### src/rtl/debug_defs.sv
// debug_defs: definitions shared by the UART-to-APB debug bridge.
//   Response codes, command byte field positions, access timeout load value,
//   control FSM and receiver state encodings.
//   UART_APB_TIMEOUT_EN (define) enables the ACCESS timeout in uart_apb_bridge.
package debug_defs;

  localparam logic [7:0] RESP_ACK     = 8'h06;
  localparam logic [7:0] RESP_NAK     = 8'h15;
  localparam logic [7:0] RESP_TIMEOUT = 8'hEE;

  // Command byte layout: [7] write, [6:5] reserved (must be 0), [4:0] PADDR
  localparam int CMD_WRITE_BIT = 7;
  localparam int CMD_RSV_MSB   = 6;
  localparam int CMD_RSV_LSB   = 5;
  localparam int CMD_ADDR_MSB  = 4;
  localparam int CMD_ADDR_LSB  = 0;

  // Loaded on entry to ACCESS; terminal count reached on the 255th ACCESS cycle
  localparam logic [7:0] TIMEOUT_LOAD = 8'd254;

  typedef enum logic [2:0] {
    ST_IDLE     = 3'd0,
    ST_GET_DATA = 3'd1,
    ST_SETUP    = 3'd2,
    ST_ACCESS   = 3'd3,
    ST_RESPOND  = 3'd4
  } ctrl_state_t;

  typedef enum logic [1:0] {
    RX_IDLE  = 2'd0,
    RX_START = 2'd1,
    RX_DATA  = 2'd2,
    RX_STOP  = 2'd3
  } rx_state_t;

  function automatic logic cmd_reserved_set(input logic [7:0] cmd);
    return |cmd[CMD_RSV_MSB:CMD_RSV_LSB];
  endfunction

endpackage

### src/rtl/uart_byte_rx.sv
// uart_byte_rx: 8N1 UART byte receiver.
//   PCLK       in   clock
//   PRESETn    in   synchronous active-low reset
//   RXD        in   asynchronous serial line (idle high)
//   byte_valid out  one-cycle pulse when a byte with a good stop bit arrives
//   byte_data  out  received byte, valid with byte_valid
// Bytes whose stop bit samples low are dropped without any pulse.
module uart_byte_rx
  import debug_defs::*;
#(
  parameter int CLKS_PER_BIT = 87
) (
  input  logic       PCLK,
  input  logic       PRESETn,
  input  logic       RXD,
  output logic       byte_valid,
  output logic [7:0] byte_data
);

  localparam logic [15:0] BIT_LOAD  = 16'(CLKS_PER_BIT - 1);
  localparam logic [15:0] HALF_LOAD = 16'(CLKS_PER_BIT / 2 - 1);

  logic        rxd_meta;
  logic        rxd_sync;
  logic        rxd_prev;
  rx_state_t   rx_state;
  logic [15:0] baud_cnt;
  logic [2:0]  bit_idx;
  logic [7:0]  shift_reg;

  always_ff @(posedge PCLK) begin
    if (!PRESETn) begin
      rxd_meta   <= 1'b1;
      rxd_sync   <= 1'b1;
      rxd_prev   <= 1'b1;
      rx_state   <= RX_IDLE;
      baud_cnt   <= 16'd0;
      bit_idx    <= 3'd0;
      shift_reg  <= 8'd0;
      byte_valid <= 1'b0;
      byte_data  <= 8'd0;
    end else begin
      rxd_meta   <= RXD;
      rxd_sync   <= rxd_meta;
      rxd_prev   <= rxd_sync;
      byte_valid <= 1'b0;
      case (rx_state)
        RX_IDLE: begin
          if (rxd_prev && !rxd_sync) begin
            baud_cnt <= HALF_LOAD;
            rx_state <= RX_START;
          end
        end
        RX_START: begin
          if (baud_cnt != 16'd0) begin
            baud_cnt <= baud_cnt - 16'd1;
          end else if (!rxd_sync) begin
            baud_cnt <= BIT_LOAD;
            bit_idx  <= 3'd0;
            rx_state <= RX_DATA;
          end else begin
            // glitch, not a real start bit
            rx_state <= RX_IDLE;
          end
        end
        RX_DATA: begin
          if (baud_cnt != 16'd0) begin
            baud_cnt <= baud_cnt - 16'd1;
          end else begin
            shift_reg <= {rxd_sync, shift_reg[7:1]};
            baud_cnt  <= BIT_LOAD;
            bit_idx   <= bit_idx + 3'd1;
            if (bit_idx == 3'd7) rx_state <= RX_STOP;
          end
        end
        RX_STOP: begin
          if (baud_cnt != 16'd0) begin
            baud_cnt <= baud_cnt - 16'd1;
          end else begin
            if (rxd_sync) begin
              byte_valid <= 1'b1;
              byte_data  <= shift_reg;
            end
            rx_state <= RX_IDLE;
          end
        end
        default: rx_state <= RX_IDLE;
      endcase
    end
  end

endmodule

### src/rtl/uart_apb_bridge.sv
// uart_apb_bridge: UART command interface driving one APB master transfer per
// command, answering with a single response byte on TXD.
//   PCLK, PRESETn        clock, synchronous active-low reset
//   RXD / TXD            8N1 serial in / out, idle high
//   PSEL, PENABLE, PWRITE, PADDR[4:0], PWDATA[7:0]   APB master outputs
//   PRDATA[7:0], PREADY                              APB slave returns
// Optional: define UART_APB_TIMEOUT_EN to abort ACCESS after 255 cycles
// without PREADY and respond 0xEE.
//
// state    | meaning
// ---------+-------------------------------------------------------------
// IDLE     | waiting for a command byte
// GET_DATA | write command accepted, waiting for the data byte
// SETUP    | APB setup phase (PSEL=1, PENABLE=0), one cycle
// ACCESS   | APB access phase, waiting for PREADY
// RESPOND  | shifting the response byte out on TXD
module uart_apb_bridge
  import debug_defs::*;
#(
  parameter int CLKS_PER_BIT = 87
) (
  input  logic       PCLK,
  input  logic       PRESETn,
  input  logic       RXD,
  output logic       TXD,
  output logic       PSEL,
  output logic       PENABLE,
  output logic       PWRITE,
  output logic [4:0] PADDR,
  output logic [7:0] PWDATA,
  input  logic [7:0] PRDATA,
  input  logic       PREADY
);

  localparam logic [15:0] BIT_LOAD = 16'(CLKS_PER_BIT - 1);

  logic        rx_valid;
  logic [7:0]  rx_data;
  ctrl_state_t state;
  logic [7:0]  resp_byte;
  logic        tx_active;
  logic [8:0]  tx_shift;
  logic [3:0]  tx_bits_left;
  logic [15:0] tx_baud_cnt;
`ifdef UART_APB_TIMEOUT_EN
  logic [7:0]  to_cnt;
`endif

  uart_byte_rx #(.CLKS_PER_BIT(CLKS_PER_BIT)) u_rx (
    .PCLK       (PCLK),
    .PRESETn    (PRESETn),
    .RXD        (RXD),
    .byte_valid (rx_valid),
    .byte_data  (rx_data)
  );

  // Received bytes are only consumed in IDLE and GET_DATA; elsewhere they fall away.
  always_ff @(posedge PCLK) begin
    if (!PRESETn) begin
      state        <= ST_IDLE;
      TXD          <= 1'b1;
      PSEL         <= 1'b0;
      PENABLE      <= 1'b0;
      PWRITE       <= 1'b0;
      PADDR        <= 5'd0;
      PWDATA       <= 8'd0;
      resp_byte    <= 8'd0;
      tx_active    <= 1'b0;
      tx_shift     <= 9'd0;
      tx_bits_left <= 4'd0;
      tx_baud_cnt  <= 16'd0;
`ifdef UART_APB_TIMEOUT_EN
      to_cnt       <= 8'd0;
`endif
    end else begin
      case (state)
        ST_IDLE: begin
          if (rx_valid) begin
            if (cmd_reserved_set(rx_data)) begin
              resp_byte <= RESP_NAK;
              state     <= ST_RESPOND;
            end else begin
              PADDR  <= rx_data[CMD_ADDR_MSB:CMD_ADDR_LSB];
              PWRITE <= rx_data[CMD_WRITE_BIT];
              if (rx_data[CMD_WRITE_BIT]) begin
                state <= ST_GET_DATA;
              end else begin
                PSEL  <= 1'b1;
                state <= ST_SETUP;
              end
            end
          end
        end
        ST_GET_DATA: begin
          if (rx_valid) begin
            PWDATA <= rx_data;
            PSEL   <= 1'b1;
            state  <= ST_SETUP;
          end
        end
        ST_SETUP: begin
          PENABLE <= 1'b1;
          state   <= ST_ACCESS;
`ifdef UART_APB_TIMEOUT_EN
          to_cnt  <= TIMEOUT_LOAD;
`endif
        end
        ST_ACCESS: begin
          if (PREADY) begin
            PSEL      <= 1'b0;
            PENABLE   <= 1'b0;
            resp_byte <= PWRITE ? RESP_ACK : PRDATA;
            state     <= ST_RESPOND;
          end
`ifdef UART_APB_TIMEOUT_EN
          else if (to_cnt == 8'd0) begin
            PSEL      <= 1'b0;
            PENABLE   <= 1'b0;
            resp_byte <= RESP_TIMEOUT;
            state     <= ST_RESPOND;
          end else begin
            to_cnt <= to_cnt - 8'd1;
          end
`endif
        end
        ST_RESPOND: begin
          // First RESPOND cycle launches the start bit; then 8 data bits and
          // the stop bit are shifted out from {stop, data}.
          if (!tx_active) begin
            TXD          <= 1'b0;
            tx_shift     <= {1'b1, resp_byte};
            tx_bits_left <= 4'd9;
            tx_baud_cnt  <= BIT_LOAD;
            tx_active    <= 1'b1;
          end else if (tx_baud_cnt != 16'd0) begin
            tx_baud_cnt <= tx_baud_cnt - 16'd1;
          end else if (tx_bits_left != 4'd0) begin
            TXD          <= tx_shift[0];
            tx_shift     <= {1'b1, tx_shift[8:1]};
            tx_bits_left <= tx_bits_left - 4'd1;
            tx_baud_cnt  <= BIT_LOAD;
          end else begin
            tx_active <= 1'b0;
            state     <= ST_IDLE;
          end
        end
        default: state <= ST_IDLE;
      endcase
    end
  end

endmodule
### config.mk
export PLATFORM = sky130hd
export DESIGN_NAME = uart_apb_bridge
export DESIGN_NICKNAME = d
export VERILOG_FILES = /design/src/rtl/debug_defs.sv /design/src/rtl/uart_byte_rx.sv /design/src/rtl/uart_apb_bridge.sv
export SDC_FILE = /design/constraint.sdc
export NUM_CORES = 1
export LEC_CHECK = 0
export ABC_AREA = 0
export CORE_MARGIN = 3
export CORE_UTILIZATION = 41
export CTS_CLUSTER_DIAMETER = 100
export CTS_CLUSTER_SIZE = 28
export DETAILED_ROUTE_END_ITERATION = 12
export PLACE_DENSITY_LB_ADDON = 0.25
export SLEW_MARGIN = 0
export SYNTH_ARGS = -nofsm -noshare
export SYNTH_HDL_FRONTEND = slang
export SYNTH_SLANG_ARGS = --single-unit
### constraint.sdc
create_clock -name PCLK -period 2.25 [get_ports PCLK]
set_clock_uncertainty 0.1 [all_clocks]
set_input_delay 0.45 -clock PCLK [delete_from_list [all_inputs] [get_ports PCLK]]
set_output_delay 0.45 -clock PCLK [all_outputs]
set_load 0.1 [all_outputs]
==> reports/results.txt, run 1 <==
Top flop regs: tx_baud_cnt (16), u_rx.baud_cnt (16), tx_shift (9)
Core Area: 11130 sq um
Min Clock Period, post-route: 2.323 ns
EDFF count, synth: 0
Net Sw Frac: 0.3577
Setup slack after layout: -0.07300 ns
Share of the synthesized area in the top cell type: 0.4122
Top Ports: 29
Die Height: 114.3 microns
Unrepaired setup endpoints after global routing: yes
Slowest CP cell: or4_4
Slowest stage delay, CP: 0.58 ns
DRT Wirelength: 11410 microns
Ranking of synthesized cells by area: dfxtp_1 41%, nor2_1 5.7%, mux2i_1 5.2%
Global-route wire length before repair: 19190 microns
Period utilization: 1.032
Outcome: finished, violations left
Simple-Gate Fraction of Synth Area: 0.2704
Clock root buffer: clkbuf_16
Synth Instances: 550
RePlAce Congestion: 0.8392
H-Tree Depth: 3
Relative slew slack: 0.5995
Pre-CTS WS: -0.1159 ns
Area delta synth->final: 25.27%
DRT Pass-1 Iters: 4
Initial DRC count: 339
Adder-cell share of the synthesized area: 0.02862
CTS Buf Count: 9
DP Wirelength: 7929 microns
Final Hold Fails: 0
Cell taking the most area after synthesis: dfxtp_1
VDD IR max: 888.5 uV
Die width: 114.3 microns
Top FF cell, synth: dfxtp_1
Buffers on Ports: 28
Critical path, cell by cell: or4_4 > buf_6 > or4_4 > a2bb2oi_1 > o41ai_2
Routed length per instance: 14.77 microns
Area share of xor/xnor cells in the synthesized design: 0.02914
Compound-cell area share of the yosys netlist: 0.1723
Psw: 2.113 mW
Mux share of post-synthesis cell area: 0.05204
Hold_buf cts: 0
Critical path's most frequent cell: or4_4
Via Count: 4244
CP startpoint kind: register
Largest family of logic cells by synthesized area: simple AND/OR/NAND/NOR gates
Post-synth top cells: 99 x dfxtp_1, 73 x nor2_1, 46 x nand2_1
Yosys reg bits: 99
Distinct cells, synth: 69
Row count: 38
Leak: 2.366 nW
GRT Residual Overflow: 0
Worst Tran Pin Value: 0.5856 ns
WP data arrival: 2.46 ns
Max-slew violation count: 0
Mapped cell area: 4808 sq um
Dpl cells: 752
Initial antenna violation count: 0
Yosys warnings: 0
TritonCTS clock tree: yes
Crit path required time: 2.39 ns
Max Cap Violations: 0
Die ar.: 13060 sq um
Comb power frac: 0.424
Power share of the clock group: 0.245
Worst min path class: register to register
Final non-filler cell total: 773
Fillcell total: 1055
Antenna cells: 0
Synth async-reset ratio: 0
GRT Overall Usage: 0.1769
CTS Buffer Depth: 2
Register area share after synthesis: 0.4122
Crit. End Element: register
Clock Sinks: 99
Maximum number of pins on one net before global-route repair: 65
Starting Density: 0.4322
Post-route cell area: 6023 sq um
Most numerous cell in the Yosys netlist: dfxtp_1
DP Area: 5582 sq um
Critical path fanouts, max: 5
Drc violations: 0
Highest Clock Rate: 430.5 MHz
Vias in the first global route: 4078
Worst skew pair latency: 0.35 ns
Synthesized area per cell: 8.742 sq um
Post-DRT Antenna Nets: 0
Hold slack: 0.3536 ns
Final setup fails: 16
Layout cells sized above 1: 0.2275
Clk slew on worst S/H paths: 0.07 ns
Power Density: 980.9 nW/um^2
Internal power: 3.795 mW
Vias per cell: 5.490
Fin nets: 651
Syn_nets: 573
Reg power frac: 0.331
Violated checks: setup timing
Critical path class: register to register
==> metal layers <==
layer  share of wire  global-route usage  vias up
li1                -                   -     2152
met1            0.48              0.2356     2028
met2            0.48              0.2939       49
met3           0.029             0.04017       15
met4           0.011             0.03880        0
met5               0                   0        -
==> repair_timing <==
action,CTS,global route
setup buffers,0,4
resized for setup,6,26
pin swaps,0,13
endpoints found under the setup margin,26,59
cloned,0,1
==> power groups by stage <==
| stage | clock network (mW) | logic (mW) | registers, mW |
|---|---|---|---|
| after floorplan | 0 | 1.51 | 2.00 |
| after detailed placement | 0 | 2.22 | 1.99 |
| after global placement | 0 | 2.19 | 1.99 |
| after CTS | 1.48 | 2.26 | 1.95 |
| final | 1.45 | 2.50 | 1.96 |
| after global routing | 1.56 | 2.71 | 1.98 |
==> final timing paths <==
check / slack, ns / startpoint / endpoint / depth (start not counted)
max: -0.07 / u_rx.baud_cnt[14] / register / 5
min: 0.35 / u_rx.rxd_meta / u_rx.rxd_sync / 1
max reg2reg: -0.07 / u_rx.baud_cnt[14] / register / 5
min reg2reg: 0.35 / u_rx.rxd_meta / u_rx.rxd_sync / 1
==> per-stage QoR <==
stage	TNS (ns)	utilization	total power, mW
after floorplan	0	-	3.514
after global placement	-0.2452	0.5017	4.179
after detailed placement	-0.6604	0.5017	4.216
after CTS	-0.6691	0.5281	5.691
after global routing	-2.763	0.5414	6.244
final	-0.5297	0.5414	5.908
==> area by class of cell <==
class / count / area (sq um) / area share
multi-input combinational: 410 / 2773 / 0.4603
sequential: 99 / 1988 / 0.3301
timing repair buffer: 91 / 749.5 / 0.1244
clock buffer: 10 / 229.0 / 0.03801
tap: 140 / 175.2 / 0.02908
inverter: 17 / 63.81 / 0.01059
clock inverter: 6 / 45.04 / 0.007478
==> cells in the final DEF (no fill, tap or decap), types with 4 or more instances in the layout <==
cell	netlist	final
or3_1	6	6
ha_1	11	9
mux2i_1	25	25
clkbuf_16	0	9
clkdlybuf4s50_1	0	11
nand4b_1	6	6
a22oi_1	8	8
nor3_1	16	15
buf_6	1	7
dfxtp_2	0	5
nor3b_1	4	4
o21ai_0	8	7
or4_4	3	5
nor2_1	73	72
nor4_1	10	10
dfxtp_1	99	94
nand3b_1	10	10
a21o_1	5	5
nand4_1	8	8
xnor2_1	12	11
nand3_1	15	14
buf_4	0	72
inv_2	0	5
inv_1	17	12
nand2_1	46	43
nand2b_1	10	10
a31oi_1	13	13
a211oi_1	7	7
xor2_1	4	4
or4_1	7	5
a21oi_1	40	39
==> critical path: cells and delay by family, from the launching register on <==
kind                   cells  cell delay, ns
buffers and inverters      1            0.15
AOI/OAI and AO/OA          2            0.53
DFF                        1            0.32
and+or+nand+nor            2            1.12
==> cell families (layout without fill, tap and decap cells) <==
| logic type | count (synthesis) | count (layout) |
|---|---|---|
| DFF | 99 | 99 |
| adders and majority gates | 11 | 11 |
| buffers and inverters | 42 | 124 |
| and+or+nand+nor | 238 | 239 |
| xor gates and xnor gates | 16 | 16 |
| muxes | 25 | 25 |
| AOI/OAI and AO/OA | 119 | 119 |
No activity file was read; power rests on OpenSTA's default activity.
==> run 2, diff against run 1 <==
Settings changed: CORE_MARGIN 3 to not set.
==> run 2 against run 1 <==
Net effect: the run still ends with setup timing left; critical path depth up 1; clock-buffer cell count shrank 1; hold slack got worse by 0.047 ns; highest routed layer unchanged; fmax is 1.3% lower; die area down 6.9%; register-to-register slack got worse by 0.03 ns; largest power group unchanged; non-clock buffer count is 5 higher; total power grew 4.3%.
==> reports/results.txt, run 2 (same netlist as run 1, synthesis figures left out) <==
Outcome: finished, violations left
Violated checks: setup timing
Sequential cell area: 1988 sq um (unchanged)
GRT Overall Usage: 0.1787 (+0.001792)
Vias in the first global route: 3765 (-7.7%)
Net Sw Frac: 0.3369 (-0.02077)
H-Tree Depth: 3 (unchanged)
Initial antenna violation count: 0 (unchanged)
WP data arrival: 2.50 ns (+0.04 ns)
Psw: 2.075 mW (-1.8%)
Worst min path class: register to register
CP top delay family: simple AND/OR/NAND/NOR gates
Top Ports: 29 (unchanged)
Clk slew on worst S/H paths: 0.07 ns (about the same)
Worst path bufs/invs: 2 (+1)
Max Cap Violations: 0 (unchanged)
Clock root buffer: clkbuf_16
Critical path class: register to register
DRT Pass-1 Iters: 5 (+1)
Worst skew pair latency: 0.34 ns (about the same)
Initial DRC count: 223 (-34%)
Layout cells sized above 1: 0.2323 (+0.004851)
Register-to-Register Path Depth: 6 (+1)
Power share of the clock group: 0.258 (+0.013)
Routed length per instance: 13.80 microns (-6.5%)
Die ar.: 12170 sq um (-6.9%)
Leak: 2.396 nW (+1.3%)
Critical path's most frequent cell: or4_4
Drc violations: 0 (unchanged)
Worst reg2reg path startpoint: u_rx.baud_cnt[14]
CP Depth: 6 (+1)
Vias per cell: 5.409 (-1.5%)
Slowest stage delay, CP: 0.57 ns (about the same)
Critical path, cell by cell: or4_4 > buf_6 > or4_4 > buf_4 > a2bb2oi_4 > o41ai_2
VDD IR max: 1217 uV (+37%)
Final Hold Fails: 0 (unchanged)
Final setup fails: 23 (+7)
Crit path required time: 2.40 ns (about the same)
Unrepaired setup endpoints after global routing: yes
Buffers on Ports: 28 (unchanged)
Row count: 39 (+2.6%)
Max-slew violation count: 0 (unchanged)
Internal power: 4.084 mW (+7.6%)
Via Count: 4219 (-0.59%)
GRT Residual Overflow: 0 (unchanged)
Comb power frac: 0.424 (about the same)
Power Density: 1014 nW/um^2 (+3.4%)
RePlAce Congestion: 0.8593 (+2.4%)
Crit path launch: u_rx.baud_cnt[14]
Starting Density: 0.4211 (-0.01108)
Global-route wire length before repair: 17290 microns (-9.9%)
Area of the multi-input gates: 2734 sq um (-1.4%)
Final non-filler cell total: 780 (+0.91%)
Setup slack after layout: -0.1028 ns (-0.02980 ns)
Slowest CP cell: or4_4
Maximum number of pins on one net before global-route repair: 65 (unchanged)
Area delta synth->final: 26.33%
Critical path fanouts, max: 7 (+2)
Worst Tran Pin Value: 0.5061 ns (-0.07949 ns)
Min Clock Period, post-route: 2.353 ns (+0.02980 ns)
CTS Buf Count: 9 (unchanged)
Crit. End Element: register
Die Height: 110.3 microns (-3.5%)
Post-DRT Antenna Nets: 0 (unchanged)
Hold path depth: 1 (unchanged)
Die width: 110.3 microns (-3.5%)
Top flop regs: tx_baud_cnt (16), u_rx.baud_cnt (16), tx_shift (9)
Clock Sinks: 99 (unchanged)
CTS Buffer Depth: 2 (unchanged)
CP startpoint kind: register
Fillcell total: 1057 (+0.19%)
R2R Setup Slk: -0.10 ns (-0.03 ns)
Highest Clock Rate: 425.0 MHz (-1.3%)
Core Area: 11420 sq um (+2.6%)
Dpl cells: 758 (+0.80%)
Fin nets: 655 (+0.61%)
DRT Wirelength: 10770 microns (-5.7%)
TritonCTS clock tree: yes
Commonest non-fill, non-tap cell in the layout: dfxtp_1
DP Wirelength: 7545 microns (-4.9%)
Reg power frac: 0.318 (-0.013)
Antenna cells: 0 (unchanged)
Hold slack: 0.3065 ns (-0.04707 ns)
Period utilization: 1.046 (+0.01324)
Relative slew slack: 0.6608 (+0.06130)
Pre-CTS WS: -0.07523 ns (+0.04071 ns)
Most frequent cells in the layout: 94 x dfxtp_1, 80 x buf_4, 72 x nor2_1
[run 2: power by group through the flow]
stage,sequential [mW],combinational (mW),clock (mW)
floorplan,2.00,1.51,0
global placement,1.99,2.24,0
detailed placement,1.99,2.27,0
CTS,1.96,2.34,1.63
global route,1.97,2.83,1.71
finish,1.96,2.61,1.59
[run 2: metal layers]
layer,routed length (microns),vias to the layer above,GRT usage
li1,-,2164,-
met1,5299,1991,0.2306
met2,5113,50,0.2986
met3,248,14,0.04233
met4,104,0,0.04511
met5,0,-,0
[run 2: metrics by stage]
| step | util | power, mW | area [sq um] | setup TNS [ns] |
|---|---|---|---|---|
| after global placement | 0.4933 | 4.229 | 5633 | -0.2255 |
| after floorplan | - | 3.514 | 4823 | 0 |
| after global routing | 0.5320 | 6.512 | 6075 | -4.254 |
| final | 0.5320 | 6.159 | 6075 | -1.219 |
| after CTS | 0.5214 | 5.929 | 5953 | -0.9298 |
| after detailed placement | 0.4933 | 4.262 | 5633 | -0.8132 |
[run 2: repair_timing]
action,in CTS,in global routing
resized for setup,2,21
hold buffers,0,0
setup buffers,1,5
endpoints found under the hold margin,0,0
pin swaps,0,16
endpoints found under the setup margin,17,59
[run 2: area by class of cell]
cell class / instances / area share
Clock buffer: 9 / 0.03708
Inverter: 17 / 0.01050
Timing Repair Buffer: 96 / 0.1320
Tap cell: 143 / 0.02945
Sequential cell: 99 / 0.3273
Clock inverter: 7 / 0.01359
Multi-Input combinational cell: 409 / 0.4501
[run 2: worst min path at each step]
stage                                to  slack [ns]          start
after floorplan           u_rx.rxd_sync        0.29  u_rx.rxd_meta
after CTS                 u_rx.rxd_sync        0.31  u_rx.rxd_meta
after detailed placement  u_rx.rxd_sync        0.29  u_rx.rxd_meta
final                     u_rx.rxd_sync        0.31  u_rx.rxd_meta
after global placement    u_rx.rxd_sync        0.29  u_rx.rxd_meta
after global routing      u_rx.rxd_sync        0.32  u_rx.rxd_meta
==> run 3, diff against run 2 <==
Settings changed: SLEW_MARGIN 0 to 20.
==> results of run 3 <==
No change in the layout: final DEF, timing and power equal those of run 2.
